File: src/rtl/spram_ctrl_if.sv
// Request, response and RAM-port bundle between an upstream client, spram_ctrl and single_port_ram.
// Controller side uses 'slave'; the client/RAM side uses 'master'.
interface spram_ctrl_if #(
    parameter int ADDR_WIDTH = 4,
    parameter int DATA_WIDTH = 8
) ();
    logic                  req_valid;
    logic                  req_ready;
    logic                  req_we;
    logic [ADDR_WIDTH-1:0] req_addr;
    logic [DATA_WIDTH-1:0] req_wdata;

    logic                  rsp_valid;
    logic                  rsp_ready;
    logic [DATA_WIDTH-1:0] rsp_data;

    logic                  ram_we;
    logic [ADDR_WIDTH-1:0] ram_addr;
    logic [DATA_WIDTH-1:0] ram_din;
    logic [DATA_WIDTH-1:0] ram_dout;

    modport master (
        output req_valid, req_we, req_addr, req_wdata, rsp_ready, ram_dout,
        input  req_ready, rsp_valid, rsp_data, ram_we, ram_addr, ram_din
    );

    modport slave (
        input  req_valid, req_we, req_addr, req_wdata, rsp_ready, ram_dout,
        output req_ready, rsp_valid, rsp_data, ram_we, ram_addr, ram_din
    );
endinterface

File: src/rtl/spram_ctrl.sv
// Front-end for single_port_ram: clear sweep after reset/clear, then one request per cycle onto the
// RAM port, with read data returned through a 4-entry credit-guarded response FIFO.
module spram_ctrl #(
    parameter int                    ADDR_WIDTH = 4,
    parameter int                    DATA_WIDTH = 8,
    parameter logic [DATA_WIDTH-1:0] INIT_VALUE = '0
) (
    input  logic        clk,
    input  logic        rst_n,
    input  logic        clear_i,
    output logic        init_busy_o,
    spram_ctrl_if.slave bus
);
    localparam int                    FIFO_DEPTH = 4;
    localparam logic [ADDR_WIDTH-1:0] LAST_ADDR  = '1;

    typedef enum logic {
        ST_INIT,
        ST_RUN
    } state_e;

    state_e                state_q, state_d;
    logic [ADDR_WIDTH-1:0] cnt_q, cnt_d;
    logic                  inflight_q, inflight_d;
    logic [DATA_WIDTH-1:0] fifo_q [FIFO_DEPTH];
    logic [1:0]            wptr_q, wptr_d;
    logic [1:0]            rptr_q, rptr_d;
    logic [2:0]            count_q, count_d;

    logic                  credit_ok;
    logic                  accept;
    logic                  push;
    logic                  pop;

    // A read in flight already owns a FIFO slot, so it is counted against the credit.
    assign credit_ok = (count_q + {2'b00, inflight_q}) < 3'(FIFO_DEPTH);

    always_ff @(posedge clk or negedge rst_n) begin
        if (!rst_n) begin
            state_q <= ST_INIT;
        end else begin
            state_q <= state_d;
        end
    end

    always_comb begin
        state_d = state_q;
        case (state_q)
            ST_INIT: if (cnt_q == LAST_ADDR) state_d = ST_RUN;
            ST_RUN:  if (clear_i)            state_d = ST_INIT;
            default: state_d = ST_INIT;
        endcase
    end

    always_comb begin
        init_busy_o   = 1'b0;
        bus.req_ready = 1'b0;
        bus.ram_we    = 1'b0;
        bus.ram_addr  = bus.req_addr;
        bus.ram_din   = bus.req_wdata;
        case (state_q)
            ST_INIT: begin
                init_busy_o  = 1'b1;
                bus.ram_we   = 1'b1;
                bus.ram_addr = cnt_q;
                bus.ram_din  = INIT_VALUE;
            end
            ST_RUN: begin
                bus.req_ready = credit_ok;
                bus.ram_we    = bus.req_valid & credit_ok & bus.req_we;
            end
            default: ;
        endcase
    end

    always_comb begin
        accept     = bus.req_valid & bus.req_ready;
        push       = inflight_q;
        pop        = bus.rsp_valid & bus.rsp_ready;
        inflight_d = accept & ~bus.req_we;
        cnt_d      = '0;
        if (state_q == ST_INIT && cnt_q != LAST_ADDR) begin
            cnt_d = cnt_q + ADDR_WIDTH'(1);
        end
        wptr_d  = wptr_q + 2'(push);
        rptr_d  = rptr_q + 2'(pop);
        count_d = count_q + 3'(push) - 3'(pop);
    end

    // RAM dout holds through sweep writes, so an in-flight read is still captured after a clear.
    always_ff @(posedge clk or negedge rst_n) begin
        if (!rst_n) begin
            cnt_q      <= '0;
            inflight_q <= 1'b0;
            wptr_q     <= '0;
            rptr_q     <= '0;
            count_q    <= '0;
            for (int i = 0; i < FIFO_DEPTH; i++) begin
                fifo_q[i] <= '0;
            end
        end else begin
            cnt_q      <= cnt_d;
            inflight_q <= inflight_d;
            wptr_q     <= wptr_d;
            rptr_q     <= rptr_d;
            count_q    <= count_d;
            if (push) begin
                fifo_q[wptr_q] <= bus.ram_dout;
            end
        end
    end

    assign bus.rsp_valid = (count_q != '0);
    assign bus.rsp_data  = fifo_q[rptr_q];

    a_no_overflow: assert property (@(posedge clk) disable iff (!rst_n)
        !(push && !pop && count_q == 3'(FIFO_DEPTH)));

    a_rsp_stable: assert property (@(posedge clk) disable iff (!rst_n)
        (bus.rsp_valid && !bus.rsp_ready) |=> (bus.rsp_valid && $stable(bus.rsp_data)));
endmodule

File: src/flat_wrapper.sv
// flat-port wrapper written by rule: the top's interface ports become plain ports
module spram_ctrl_flat 
#(
    parameter int                    ADDR_WIDTH = 4,
    parameter int                    DATA_WIDTH = 8,
    parameter logic [DATA_WIDTH-1:0] INIT_VALUE = '0
)
  (clk, rst_n, clear_i, init_busy_o, bus_req_valid, bus_req_we, bus_req_addr, bus_req_wdata, bus_rsp_ready, bus_ram_dout, bus_req_ready, bus_rsp_valid, bus_rsp_data, bus_ram_we, bus_ram_addr, bus_ram_din);
  spram_ctrl_if #(.ADDR_WIDTH(ADDR_WIDTH), .DATA_WIDTH(DATA_WIDTH)) bus_i ();
  input  logic clk;
  input  logic rst_n;
  input  logic clear_i;
  output logic init_busy_o;
  input wire logic [$bits(bus_i.req_valid)-1:0] bus_req_valid;
  input wire logic [$bits(bus_i.req_we)-1:0] bus_req_we;
  input wire logic [$bits(bus_i.req_addr)-1:0] bus_req_addr;
  input wire logic [$bits(bus_i.req_wdata)-1:0] bus_req_wdata;
  input wire logic [$bits(bus_i.rsp_ready)-1:0] bus_rsp_ready;
  input wire logic [$bits(bus_i.ram_dout)-1:0] bus_ram_dout;
  output wire logic [$bits(bus_i.req_ready)-1:0] bus_req_ready;
  output wire logic [$bits(bus_i.rsp_valid)-1:0] bus_rsp_valid;
  output wire logic [$bits(bus_i.rsp_data)-1:0] bus_rsp_data;
  output wire logic [$bits(bus_i.ram_we)-1:0] bus_ram_we;
  output wire logic [$bits(bus_i.ram_addr)-1:0] bus_ram_addr;
  output wire logic [$bits(bus_i.ram_din)-1:0] bus_ram_din;
  assign bus_i.req_valid = bus_req_valid;
  assign bus_i.req_we = bus_req_we;
  assign bus_i.req_addr = bus_req_addr;
  assign bus_i.req_wdata = bus_req_wdata;
  assign bus_i.rsp_ready = bus_rsp_ready;
  assign bus_i.ram_dout = bus_ram_dout;
  assign bus_req_ready = bus_i.req_ready;
  assign bus_rsp_valid = bus_i.rsp_valid;
  assign bus_rsp_data = bus_i.rsp_data;
  assign bus_ram_we = bus_i.ram_we;
  assign bus_ram_addr = bus_i.ram_addr;
  assign bus_ram_din = bus_i.ram_din;
  spram_ctrl #(.ADDR_WIDTH(ADDR_WIDTH), .DATA_WIDTH(DATA_WIDTH), .INIT_VALUE(INIT_VALUE)) u_core (.clk(clk), .rst_n(rst_n), .clear_i(clear_i), .init_busy_o(init_busy_o), .bus(bus_i));
endmodule
File: config.mk
export PLATFORM = sky130hd
export DESIGN_NAME = spram_ctrl_flat
export DESIGN_NICKNAME = d
export VERILOG_FILES = /design/src/rtl/spram_ctrl_if.sv /design/src/rtl/spram_ctrl.sv /design/src/flat_wrapper.sv
export SDC_FILE = /design/constraint.sdc
export NUM_CORES = 1
export LEC_CHECK = 0
export CAP_MARGIN = 20
export CORE_UTILIZATION = 40
export CTS_CLUSTER_SIZE = 10
export DETAILED_ROUTE_END_ITERATION = 10
export PLACE_DENSITY = 0.67
export REMOVE_ABC_BUFFERS = 1
export SLEW_MARGIN = 20
export SYNTH_ARGS = -nofsm -noshare
export SYNTH_HDL_FRONTEND = slang
export SYNTH_SLANG_ARGS = --single-unit
File: constraint.sdc
create_clock -name clk -period 2.87 [get_ports clk]
set_input_delay 0.574 -clock clk [delete_from_list [all_inputs] [get_ports clk]]
set_output_delay 0.574 -clock clk [all_outputs]
set_load 0.05 [all_outputs]
==> results_dict.tcl, run 1 <==
set metrics [dict create \
    syn_avg_cell_area_sq_um 14.7 \
    dp_hpwl_um 2800 \
    grt_pass1_vias 1417 \
    firstDrtPassIters 4 \
    path_buf_inv 2 \
    cts_setup_buffers 0 \
    critPathSlowestCell "clkdlybuf4s50_1" \
    netlist_area_sq_mm 0.00208 \
    drc_errors 0 \
    cts_resized 0 \
    required_ps 2300 \
    cts_tree "yes" \
    slew_viol_final 0 \
    critical-path-top-delay-family "buffers and inverters" \
    initial_core_util_pct 42.9 \
    cp_max_fo 4 \
    antenna_cells 0 \
    period_share_pct 90.6 \
    track_usage_pct 16.2 \
    yosys_warnings 0 \
    clock_sinks 45 \
    place_area_sq_mm 0.00261 \
    vias 1342 \
    fmax_mhz 385 \
    wl_per_cell_um 14.8 \
    skew_ps 6.29 \
    drt_iter0_markers 45 \
    synth_cell_types 24 \
    dieArea_sq_mm 0.00549 \
    syn_to_final_growth_pct 32.3 \
    cp-end-kind "output pin" \
    rsz0062_at_grt "false" \
    hold_violations 0 \
    critical_path_class "flop to output pin" \
    reg2reg_slack_ps 1240 \
    htreeDepth 2 \
    num_io_pins 50 \
    ys_seq_area_share_pct 54.2 \
    final_cell_mix "dfrtp_1 (45), mux2_2 (35), clkdlybuf4s50_1 (34)" \
    final_common_cell "dfrtp_1" \
    final.setup.tns_ps 0 \
    cts_hold_buf 0 \
    leakage_nw 1.22 \
    synth_seq_cells 45 \
    grt_start_max_net_pins 46 \
    timing.critical_path.cells "buf_4 -> mux4_2 -> clkdlybuf4s50_1" \
    cts_max_path_buffers 2 \
    insertion_delay_ps 290 \
    rows 25 \
    grt_pass1_wl_um 6460 \
    place.gp.congestion 0.695 \
    holdCritPathClass "input pin to async pin" \
    slowest_delay_ps 740 \
    root_buffer "clkbuf_8" \
    antenna_found_initial 0 \
    via_per_inst 5.10 \
    wl_um 3900 \
    max-vdd-ir-drop_mv 0.600 \
    drive_above_1_share_pct 36.7 \
    overflow 0 \
    cp-start-kind "flop" \
    outcome "finished clean" \
    powerDensity_mw_per_mm2 957 \
    ant_nets 0 \
    setup_viol 0 \
    syn_inst 141 \
    cts.clk_slew.worst_paths_ps 80 \
    io_buffers 49 \
    maxCapViolations 0 \
    nets 228 \
    fin_area_sq_mm 0.00275 \
    fin_crit_ps 2600 \
    die_w_um 74.1 \
    die_h_um 74.1 \
    slew_headroom_pct 59.1 \
    tightest_slew_ps 613 \
    cts_buffers 5 \
    coreArea_sq_mm 0.00485 \
    critPathArrivalTime_ps 2030 \
]
## routing by layer
layer / share of wire [%] / track usage, % / wire (um) / up-vias
met2: 52 / 28.4 / 2030 / 55
met5: 0 / 0 / 0 / -
met4: 2.5 / 8.55 / 98 / 0
met3: 6.4 / 4.34 / 251 / 9
li1: - / - / - / 609
met1: 39 / 18.0 / 1530 / 669
## Yosys cell counts
master,number,area share [%]
a21oi_1,2,0.48
a31oi_1,1,0.30
and2_1,11,3.3
and3b_1,1,0.42
buf_2,2,0.48
clkbuf_1,3,0.54
dfrtp_1,45,54
ha_1,7,4.2
inv_1,6,1.1
mux2_2,35,19
mux4_2,8,8.7
nand2_1,2,0.36
nand3_1,1,0.24
nand3_2,1,0.48
nand3b_2,2,1.1
nand4_1,1,0.30
nand4b_1,1,0.42
nor2_1,1,0.18
nor2b_1,1,0.30
nor3b_4,1,0.90
o21ai_0,3,0.72
or3_1,1,0.30
xnor2_1,3,1.3
xor2_1,2,0.84
## kinds of logic (layout without fill, tap and decap cells)
kind of cell | after synthesis | count (layout) | synth area share [%]
buffers and inverters | 11 | 66 | 2.11
adders and majority gates | 7 | 7 | 4.21
muxes | 43 | 43 | 27.6
xor gates and xnor gates | 5 | 5 | 2.11
AOI/OAI and AO/OA | 6 | 6 | 1.50
DFF | 45 | 45 | 54.2
and+or+nand+nor | 24 | 24 | 8.30
## registers in the layout (all words and copies together), names as in the netlist
| signal | flops |
|---|---|
| u_core.wptr_q | 2 |
| u_core.state_q | 1 |
| u_core.inflight_q | 1 |
| u_core.fifo_q | 32 |
| u_core.cnt_q | 4 |
| u_core.count_q | 3 |
| u_core.rptr_q | 2 |
## area by class of cell
| type | instances | area (sq um) |
|---|---|---|
| Tap cell | 67 | 83.8 |
| Clock buffer | 7 | 86.3 |
| Fill cell | 390 | 2100 |
| Multi-Input combinational cell | 85 | 910 |
| Inverter | 6 | 22.5 |
| Sequential cell | 45 | 1130 |
| Clock inverter | 1 | 30.0 |
| Timing Repair Buffer | 52 | 493 |
## final timing paths
| path | startpoint | endpoint | depth (start not counted) |
|---|---|---|---|
| min in group clk | u_core.fifo_q[12] | u_core.fifo_q[12] | 1 |
| worst min register to register | u_core.fifo_q[12] | u_core.fifo_q[12] | 1 |
| max in group asynchronous | rst_n | u_core.cnt_q[2] | 2 |
| worst max register to register | u_core.count_q[1] | u_core.count_q[2] | 5 |
| worst min-delay path | rst_n | u_core.fifo_q[25] | 1 |
| worst max-delay path | u_core.rptr_q[0] | bus_rsp_data[6] | 3 |
## through the flow
step | cells | power (mW) | util [%] | hold slack (ps) | setup slack, ps
CTS | 262 | 2.66 | 56.2 | 473 | 256
finish | 263 | 2.63 | 56.7 | 290 | 269
global placement | 254 | 2.13 | 53.8 | 483 | 587
detailed placement | 254 | 2.17 | 53.8 | 487 | 579
global route | 263 | 2.78 | 56.7 | 313 | 202
floorplan | 136 | 1.78 | - | 278 | 656
## report_power, final
group          internal [mW]  total, mW  switching, mW
sequential             0.770      0.914          0.144
clock                  0.284      0.480          0.197
combinational          0.524       1.24          0.715
## worst register-to-register path, delay by kind of cell (launching register included)
kind                       cells  cell delay [ps]
and+or+nand+nor                2              620
adders and majority gates      2              400
DFF                            1              380
xor gates and xnor gates       1              120
Note: power is estimated with default switching activity, not from simulation.
==> run 2: changes to the inputs <==
--- a/config.mk
+++ b/config.mk
@@ -9,9 +9,10 @@
 export CORE_UTILIZATION = 40
 export CTS_CLUSTER_SIZE = 10
 export DETAILED_ROUTE_END_ITERATION = 10
+export MAX_ROUTING_LAYER = met4
 export PLACE_DENSITY = 0.67
 export REMOVE_ABC_BUFFERS = 1
-export SLEW_MARGIN = 20
+export SLEW_MARGIN = 15
 export SYNTH_ARGS = -nofsm -noshare
 export SYNTH_HDL_FRONTEND = slang
 export SYNTH_SLANG_ARGS = --single-unit
==> constraint.sdc (replaced) <==
create_clock -name clk -period 3.3 [get_ports clk]
set_input_delay 0.66 -clock clk [delete_from_list [all_inputs] [get_ports clk]]
set_output_delay 0.66 -clock clk [all_outputs]
set_load 0.05 [all_outputs]
==> results_dict.tcl, run 2 (synthesis gave the netlist of run 1 again) <==
set metrics [dict create \
    htreeDepth 2 \
    vias 1318 \
    reg2reg_from "u_core.count_q[1]" \
    rsz0062_at_grt "false" \
    powerDensity_mw_per_mm2 807 \
    grt_start_max_net_pins 46 \
    holdCritPathClass "input pin to async pin" \
    cts_resized 0 \
    cts_setup_buffers 0 \
    pwr-share-clk_pct 15.6 \
    cp-startpoint "u_core.inflight_q" \
    fin_crit_ps 3120 \
    total_power_mw 2.21 \
    pre_cts_ws_ps 496 \
    drc_errors 0 \
    cts_hold_buf 0 \
    antenna_cells 0 \
    setup_viol 0 \
    cp_max_fo 6 \
    reg2reg_slack_ps 1670 \
    switching_share_pct 41.6 \
    io_buffers 49 \
    cts.clk_slew.worst_paths_ps 80 \
    antenna_found_initial 0 \
    drt_iter0_markers 62 \
    critPathSlowestCell "clkdlybuf4s50_1" \
    use_met3_pct 5.56 \
    die_w_um 74.1 \
    period_share_pct 94.7 \
    ant_nets 0 \
    via_per_inst 5.07 \
    dp_hpwl_um 2790 \
    cp-start-kind "flop" \
    rows 25 \
    max-vdd-ir-drop_mv 0.439 \
    critPathArrivalTime_ps 2460 \
    top_usage_layer "met2" \
    initial_core_util_pct 42.9 \
    critical_path_class "flop to output pin" \
    die_h_um 74.1 \
    final_common_cell "clkdlybuf4s50_1" \
    regToRegEndpoint "u_core.count_q[2]" \
    slew_viol_final 0 \
    slew_headroom_pct 62.7 \
    dieArea_sq_mm 0.00549 \
    combPwrFrac_pct 47.0 \
    grt_pass1_vias 1387 \
    top_regs "u_core.fifo_q: 32 flops, u_core.cnt_q: 4 flops, u_core.count_q: 3 flops" \
    num_io_pins 50 \
    syn_to_final_growth_pct 31.5 \
    required_ps 2640 \
    track_usage_pct 16.6 \
    p_switching_mw 0.919 \
    root_buffer "clkbuf_8" \
    grt_pass1_wl_um 6370 \
    top_register "u_core.fifo_q" \
    tightest_slew_ps 560 \
    nets 226 \
    final_cell_mix "clkdlybuf4s50_1 (48), dfrtp_1 (45), mux2_2 (35)" \
    nFillCells 396 \
    fmax_mhz 320 \
    ff2ff_path_depth 5 \
    cp-end-kind "output pin" \
    place.gp.congestion 0.737 \
    cts_max_path_buffers 2 \
    timing.critical_path.cells "ha_1 -> ha_1 -> xnor2_1 -> nand3_1 -> nand2_1 -> clkdlybuf4s50_1" \
    slowest_delay_ps 800 \
    multiInputGateArea_sq_um 910 \
    cts_tree "yes" \
    hold_violations 0 \
    p_int_mw 1.29 \
    clock_sinks 45 \
    insertion_delay_ps 300 \
    wl_um 4050 \
    drive_above_1_share_pct 28.5 \
    coreArea_sq_mm 0.00485 \
    cts_buffers 5 \
    maxCapViolations 0 \
    seq_power_share_pct 37.4 \
    leakage_nw 1.17 \
    firstDrtPassIters 4 \
    overflow 0 \
    skew_ps 5.72 \
    gr-usage-met1_pct 19.3 \
    met2_usage_pct 27.3 \
    fin_ws_ps 175 \
    final.setup.tns_ps 0 \
    wl_per_cell_um 15.6 \
    cp_common_cell "ha_1" \
    outcome "finished clean" \
    regArea_sq_mm 0.00113 \
    largest_reg_flops 32 \
]
run 2: changes by cell type in the layout (fill, tap and decap cells not counted), sizes merged:
cell,delta
buf,-16
clkdlybuf4s50,+14
bufinv,-1
run 2: critical path: cells and delay by family (launching register included):
kind	cells	cell delay, ps
adders and majority gates	2	410
buffers and inverters	1	800
DFF	1	470
and+or+nand+nor	2	200
xor gates and xnor gates	1	280
run 2: power groups by stage:
| stage | clock network, mW | logic, mW | registers (mW) |
|---|---|---|---|
| after detailed placement | 0 | 1.05 | 0.837 |
| after global routing | 0.373 | 1.10 | 0.850 |
| after floorplan | 0 | 0.760 | 0.789 |
| final | 0.344 | 1.04 | 0.824 |
| after CTS | 0.351 | 1.05 | 0.830 |
| after global placement | 0 | 1.02 | 0.830 |
run 2: final cells by class:
class	count	area share [%]
flip-flops and latches	45	41.2
multi-input cells	85	33.3
repair buffers	50	18.5
clock buffers	7	3.16
well taps	67	3.07
inverters	6	0.824
run 2: metal layers:
layer,vias up,share of wire [%]
li1,605,-
met1,657,45
met2,51,48
met3,5,6.5
met4,0,0.91
met5,-,0
run 2: worst max-delay path by stage:
stage	end	slack, ps	cells after the start
finish	bus_ram_we	180	6
global route	bus_ram_we	50	6
CTS	bus_ram_we	140	6
detailed placement	bus_ram_we	500	6
global placement	bus_ram_we	550	6
floorplan	bus_ram_addr[2]	1000	1
run 2: through the flow:
stage	instances	hold slack [ps]	instance area, sq um	util, %
2_1_floorplan	136	364	2060	-
3_3_place_gp	252	481	2630	54.2
3_5_place_dp	252	488	2630	54.2
4_1_cts	259	505	2710	56.0
5_1_grt	260	255	2730	56.4
6_report	260	252	2730	56.4
